===== config.mk =====
export PLATFORM = sky130hd
export DESIGN_NAME = alu_iterative
export DESIGN_NICKNAME = d
export VERILOG_FILES = /design/src/rtl/alu_iterative.sv
export SDC_FILE = /design/constraint.sdc
export NUM_CORES = 1
export LEC_CHECK = 0
export BUFFER_PORTS_ARGS = -buffer_cell sky130_fd_sc_hd__buf_2
export CAP_MARGIN = 20
export CORE_MARGIN = 2
export CORE_UTILIZATION = 54
export CTS_BUF_LIST = sky130_fd_sc_hd__clkbuf_8 sky130_fd_sc_hd__clkbuf_16
export CTS_CLUSTER_DIAMETER = 30
export DETAILED_ROUTE_END_ITERATION = 12
export GPL_TIMING_DRIVEN = 0
export PLACE_DENSITY = 0.78
export SYNTH_ARGS = -nofsm -noshare
export SYNTH_HDL_FRONTEND = slang
export SYNTH_SLANG_ARGS = --single-unit

===== constraint.sdc =====
create_clock -name clk -period 4 [get_ports clk]
set_input_delay 0.4 -clock clk [delete_from_list [all_inputs] [get_ports clk]]
set_output_delay 0.4 -clock clk [all_outputs]
set_load 0.01 [all_outputs]

===== src/rtl/alu_iterative.sv =====
// Sequential ALU stage: single-cycle logic/arithmetic, bit-serial shifts.
// Ports: clk, reset (sync, active-low), start_i/busy_o/done_o handshake,
// alu_operation_i, a_data_i, b_data_i, shamt_i -> result_o, zero_o, invalid_o.
module alu_iterative #(
    parameter int DATA_WIDTH = 32
) (
    input  logic                  clk,
    input  logic                  reset,
    input  logic                  start_i,
    input  logic [3:0]            alu_operation_i,
    input  logic [DATA_WIDTH-1:0] a_data_i,
    input  logic [DATA_WIDTH-1:0] b_data_i,
    input  logic [4:0]            shamt_i,
    output logic                  busy_o,
    output logic                  done_o,
    output logic [DATA_WIDTH-1:0] result_o,
    output logic                  zero_o,
    output logic                  invalid_o
);

    typedef enum logic [1:0] {
        IDLE  = 2'd0,
        SHIFT = 2'd1,
        DONE  = 2'd2
    } state_t;

    localparam logic [3:0] OP_ADD  = 4'b0000;
    localparam logic [3:0] OP_SUB  = 4'b0001;
    localparam logic [3:0] OP_OR   = 4'b0010;
    localparam logic [3:0] OP_ORI  = 4'b0011;
    localparam logic [3:0] OP_SRL  = 4'b0100;
    localparam logic [3:0] OP_SLL  = 4'b0101;
    localparam logic [3:0] OP_LUI  = 4'b0110;
    localparam logic [3:0] OP_ANDI = 4'b0111;
    localparam logic [3:0] OP_LW   = 4'b1000;
    localparam logic [3:0] OP_SW   = 4'b1001;
    localparam logic [3:0] OP_NOR  = 4'b1100;
    localparam logic [3:0] OP_AND  = 4'b1101;

    state_t                state;
    logic [DATA_WIDTH-1:0] work;
    logic [4:0]            cnt;
    logic                  shift_right;

    logic [DATA_WIDTH-1:0] comb_result;
    logic                  comb_invalid;
    logic                  is_shift;
    logic [DATA_WIDTH-1:0] work_next;

    // Shift codes pass B through here; this value is only committed
    // when shamt is zero, so no barrel shifter is needed.
    always_comb begin
        comb_result  = '0;
        comb_invalid = 1'b0;
        is_shift     = 1'b0;
        case (alu_operation_i)
            OP_ADD, OP_LW, OP_SW: comb_result = a_data_i + b_data_i;
            OP_SUB:  comb_result = a_data_i - b_data_i;
            OP_OR:   comb_result = a_data_i | b_data_i;
            OP_ORI:  comb_result = a_data_i | {16'h0, b_data_i[15:0]};
            OP_SRL, OP_SLL: begin
                comb_result = b_data_i;
                is_shift    = 1'b1;
            end
            OP_LUI:  comb_result = {b_data_i[15:0], 16'h0};
            OP_ANDI: comb_result = a_data_i & {16'h0, b_data_i[15:0]};
            OP_NOR:  comb_result = ~(a_data_i | b_data_i);
            OP_AND:  comb_result = a_data_i & b_data_i;
            default: comb_invalid = 1'b1;
        endcase
    end

    assign work_next = shift_right ? (work >> 1) : (work << 1);

    always_ff @(posedge clk) begin
        if (!reset) begin
            state       <= IDLE;
            busy_o      <= 1'b0;
            done_o      <= 1'b0;
            result_o    <= '0;
            zero_o      <= 1'b0;
            invalid_o   <= 1'b0;
            cnt         <= '0;
            work        <= '0;
            shift_right <= 1'b0;
        end else begin
            case (state)
                IDLE, DONE: begin
                    if (start_i) begin
                        if (is_shift && shamt_i != 5'd0) begin
                            work        <= b_data_i;
                            cnt         <= shamt_i;
                            shift_right <= (alu_operation_i == OP_SRL);
                            state       <= SHIFT;
                            busy_o      <= 1'b1;
                            done_o      <= 1'b0;
                        end else begin
                            result_o  <= comb_result;
                            zero_o    <= (comb_result == '0);
                            invalid_o <= comb_invalid;
                            state     <= DONE;
                            done_o    <= 1'b1;
                        end
                    end else begin
                        state  <= IDLE;
                        done_o <= 1'b0;
                    end
                end
                SHIFT: begin
                    work <= work_next;
                    cnt  <= cnt - 5'd1;
                    if (cnt == 5'd1) begin
                        result_o  <= work_next;
                        zero_o    <= (work_next == '0);
                        invalid_o <= 1'b0;
                        state     <= DONE;
                        busy_o    <= 1'b0;
                        done_o    <= 1'b1;
                    end
                end
                default: begin
                    state  <= IDLE;
                    busy_o <= 1'b0;
                    done_o <= 1'b0;
                end
            endcase
        end
    end

endmodule


==> flow_metrics.env <==
export IMPL_status="finished, violations left"
export IMPL_violations="setup timing"
export IMPL_hold_path_depth=3
export IMPL_drc_errors=0
export IMPL_peakVddDrop_mv=0.363
export IMPL_synth_top_family_by_area="compound AO/OA/AOI/OAI gates"
export IMPL_top_usage_layer="met2"
export IMPL_crit_chain="buf_2 > buf_6 > or4_4 > buf_12 > nand2_1 > o21ai_2 > fa_1 > nand2b_1 > a211oi_2 > o21ai_4 > buf_4 > a211oi_4 > nor4_1 > a211oi_2 > nor4bb_4 > nand4b_1 > o41ai_2"
export IMPL_synthAdderAreaFrac_pct=5.94
export IMPL_die_w_microns=125
export IMPL_fin_ws_ns=-0.206
export IMPL_wire_per_inst_microns=22.9
export IMPL_leakage_nw=3.90
export IMPL_syn_cell_area_sq_mm=0.00792
export IMPL_use_met2_pct=61.3
export IMPL_final_cell_mix="nand2_1, a21oi_1, buf_2"
export IMPL_setup_viol=4
export IMPL_relSlewSlack_pct=27.4
export IMPL_hold_viol_final=0
export IMPL_ys_async_sr_fraction_pct=0
export IMPL_hpwl_microns=24700
export IMPL_die_h_microns=125
export IMPL_min_from="shamt_i[4]"
export IMPL_cts_tree="yes"
export IMPL_grt_start_max_net_pins=20
export IMPL_crit_top_cell="a211oi_2"
export IMPL_critical_path_max_stage_delay_ns=0.53
export IMPL_drive_gt1_share_pct=20.9
export IMPL_r2r_start="cnt[1]"
export IMPL_num_rows=44
export IMPL_nNetsFinal=1393
export IMPL_via_per_inst=6.85
export IMPL_drv_slew=0
export IMPL_synth_xor_area_share_pct=5.64
export IMPL_final_cell_count_no_fill=1469
export IMPL_grt_pass1_wl_microns=49800
export IMPL_period_share_pct=105
export IMPL_synth_compound_area_share_pct=31.8
export IMPL_clk_pin_slew_ns=0.06
export IMPL_vias=10100
export IMPL_clk_latency_ns=0.34
export IMPL_reg2reg_depth=10
export IMPL_cts_buffers=9
export IMPL_yosysWarnings=0
export IMPL_worst_pin_slew_ns=1.09
export IMPL_post_route_util_pct=69.2
export IMPL_n_antenna_cell=0
export IMPL_syn_to_final_growth_pct=26.0
export IMPL_gr_total_overflow=0
export IMPL_synth_fp_nets=1250
export IMPL_ios=112
export IMPL_synth_simple_area_share_pct=26.5
export IMPL_worstPathRequired_ns=4.22
export IMPL_grt_pass1_vias=8896
export IMPL_postRouteAntennaNets=0
export IMPL_place_inst=1410
export IMPL_synth_top_area_share_pct=19.0
export IMPL_min_path_type="in -> reg"
export IMPL_synthCells=1137
export IMPL_drt_total_wl_microns=33700
export IMPL_fin_skew_ns=0.00485
export IMPL_portBuffers=89
export IMPL_hold_buffers=0
export IMPL_synthFlopType="dfxtp_1"
export IMPL_clockBufferDepth=2
export IMPL_worstPathMaxFanout=10
export IMPL_synthMuxAreaShare_pct=4.96
export IMPL_fp_dieArea_sq_mm=0.0156
export IMPL_r2r_end="zero_o"
export IMPL_crit_slowest_cell="or4_4"
export IMPL_cts_htree_levels=3
export IMPL_yosys_cell_types_count=71
export IMPL_synth_edf_count=0
export IMPL_layout_commonest_cell="nand2_1"
export IMPL_antenna_found_initial=0
export IMPL_startpoint_type="input port"
export IMPL_reg2reg_slack_ns=0.69
export IMPL_critPathKind="in -> reg"
export IMPL_met1_usage_pct=53.6
export IMPL_dr_first_iter_drc_count=1528
export IMPL_netlist_top_cells_area="dfxtp_1, a21oi_1, nand2_1"
export IMPL_core_sq_mm=0.0144
export IMPL_use_met3_pct=8.56
export IMPL_track_usage_pct=40.1
export IMPL_start_util_pct=54.9
export IMPL_crit_arrival_ns=4.42
export IMPL_yosysTopAreaCell="dfxtp_1"
export IMPL_root_buffer="clkbuf_16"
export IMPL_ys_ff_latch=75
export IMPL_ys_seq_area_share_pct=19.0
export IMPL_min_period_ns=4.21
export IMPL_powerDensity_mw_per_mm2=306
export IMPL_clkSinkCount=75
export IMPL_gp_congestion=1.04
export IMPL_syn_avg_cell_area_sq_um=6.96
export IMPL_drv_cap=0
export IMPL_max_freq_mhz=238
export IMPL_first_pass_iters=8
export IMPL_worstHoldEndpoint="cnt[4]"
export IMPL_grt_setup_unrepaired="true"
export IMPL_end_kind="flop"
registers in the layout, indices dropped and copies added (netlist names):
register / flops
zero_o: 1
state: 2
cnt: 5
busy_o: 1
result_o: 32
shift_right: 1
invalid_o: 1
work: 32
final cells by class:
| cell class | instances | area, sq um |
|---|---|---|
| buffer | 90 | 512 |
| clock buffer | 9 | 225 |
| clock inverter | 7 | 146 |
| fill | 1262 | 4450 |
| inverter | 24 | 92.6 |
| multi-input combinational | 945 | 6450 |
| sequential | 75 | 1500 |
| tap | 184 | 230 |
| timing repair buffer | 135 | 818 |
timing repair:
item	CTS	global route
pin swaps	37	43
resized for setup	108	60
endpoints found under the setup margin	25	15
setup buffers	34	12
cell usage after synthesis (11+ instances only):
cell type,count
a221oi_1,40
a21o_1,16
nand2_1,135
nor2b_1,41
a21boi_0,20
dfxtp_1,75
nand4_1,17
ha_1,36
nor4_1,13
nor2_1,100
o21a_1,11
and2_1,16
xor2_1,17
a21oi_1,118
a31oi_1,13
buf_2,16
nand2b_1,15
a211oi_1,13
nand3_1,20
nor3_1,37
o21ai_0,84
xnor2_1,34
clkbuf_1,64
mux2i_1,37
inv_1,24
critical path, delay by kind of cell:
family | cells | cell delay, ns
simple gates | 6 | 1.35
buf+inv | 4 | 0.62
fa+ha+maj | 1 | 0.41
compound gates | 6 | 1.63
cells by family (layout without fill, tap and decap cells):
logic type	Yosys count	count (layout)
buf+inv	117	265
simple gates	431	431
compound gates	387	387
flops	75	75
mux	39	39
xor+xnor	51	51
fa+ha+maj	37	37
worst max path at each step:
| stage | from | endpoint | slack, ns | cells after the start |
|---|---|---|---|---|
| floorplan | b_data_i[2] | result_o[31] | 0.01 | 19 |
| CTS | b_data_i[4] | zero_o | -0.09 | 21 |
| global placement | alu_operation_i[3] | zero_o | -1.45 | 19 |
| detailed placement | alu_operation_i[3] | zero_o | -1.46 | 19 |
| global route | b_data_i[2] | zero_o | -0.38 | 19 |
| finish | alu_operation_i[1] | zero_o | -0.21 | 17 |
through the flow:
step	worst slack, ns	setup TNS [ns]	power [mW]	instance area [sq um]	hold WS (ns)
5_1_grt	-0.381	-1.26	3.15	9980	0.364
3_5_place_dp	-1.46	-21.23	1.81	8610	0.457
3_3_place_gp	-1.45	-20.93	1.80	8610	0.451
4_1_cts	-0.0905	-0.0905	2.92	9660	0.345
6_report	-0.206	-0.386	3.05	9980	0.348
2_1_floorplan	0.0138	0	1.49	7940	0.484
routing by layer:
layer  up-vias  share of wire, %  wire length, microns
met5         -                 0                     0
met4         0               6.1                  2060
met1      4654                39                 13000
li1       4448                 -                     -
met2       793                43                 14400
met3       174                12                  4180
power by group:
| group | total [mW] | switching, mW | internal [mW] |
|---|---|---|---|
| Clock | 1.02 | 0.342 | 0.678 |
| Combinational | 1.23 | 0.759 | 0.468 |
| Sequential | 0.807 | 0.0231 | 0.784 |
| Total | 3.05 | 1.12 | 1.93 |
(Power assumes the default switching activity.)
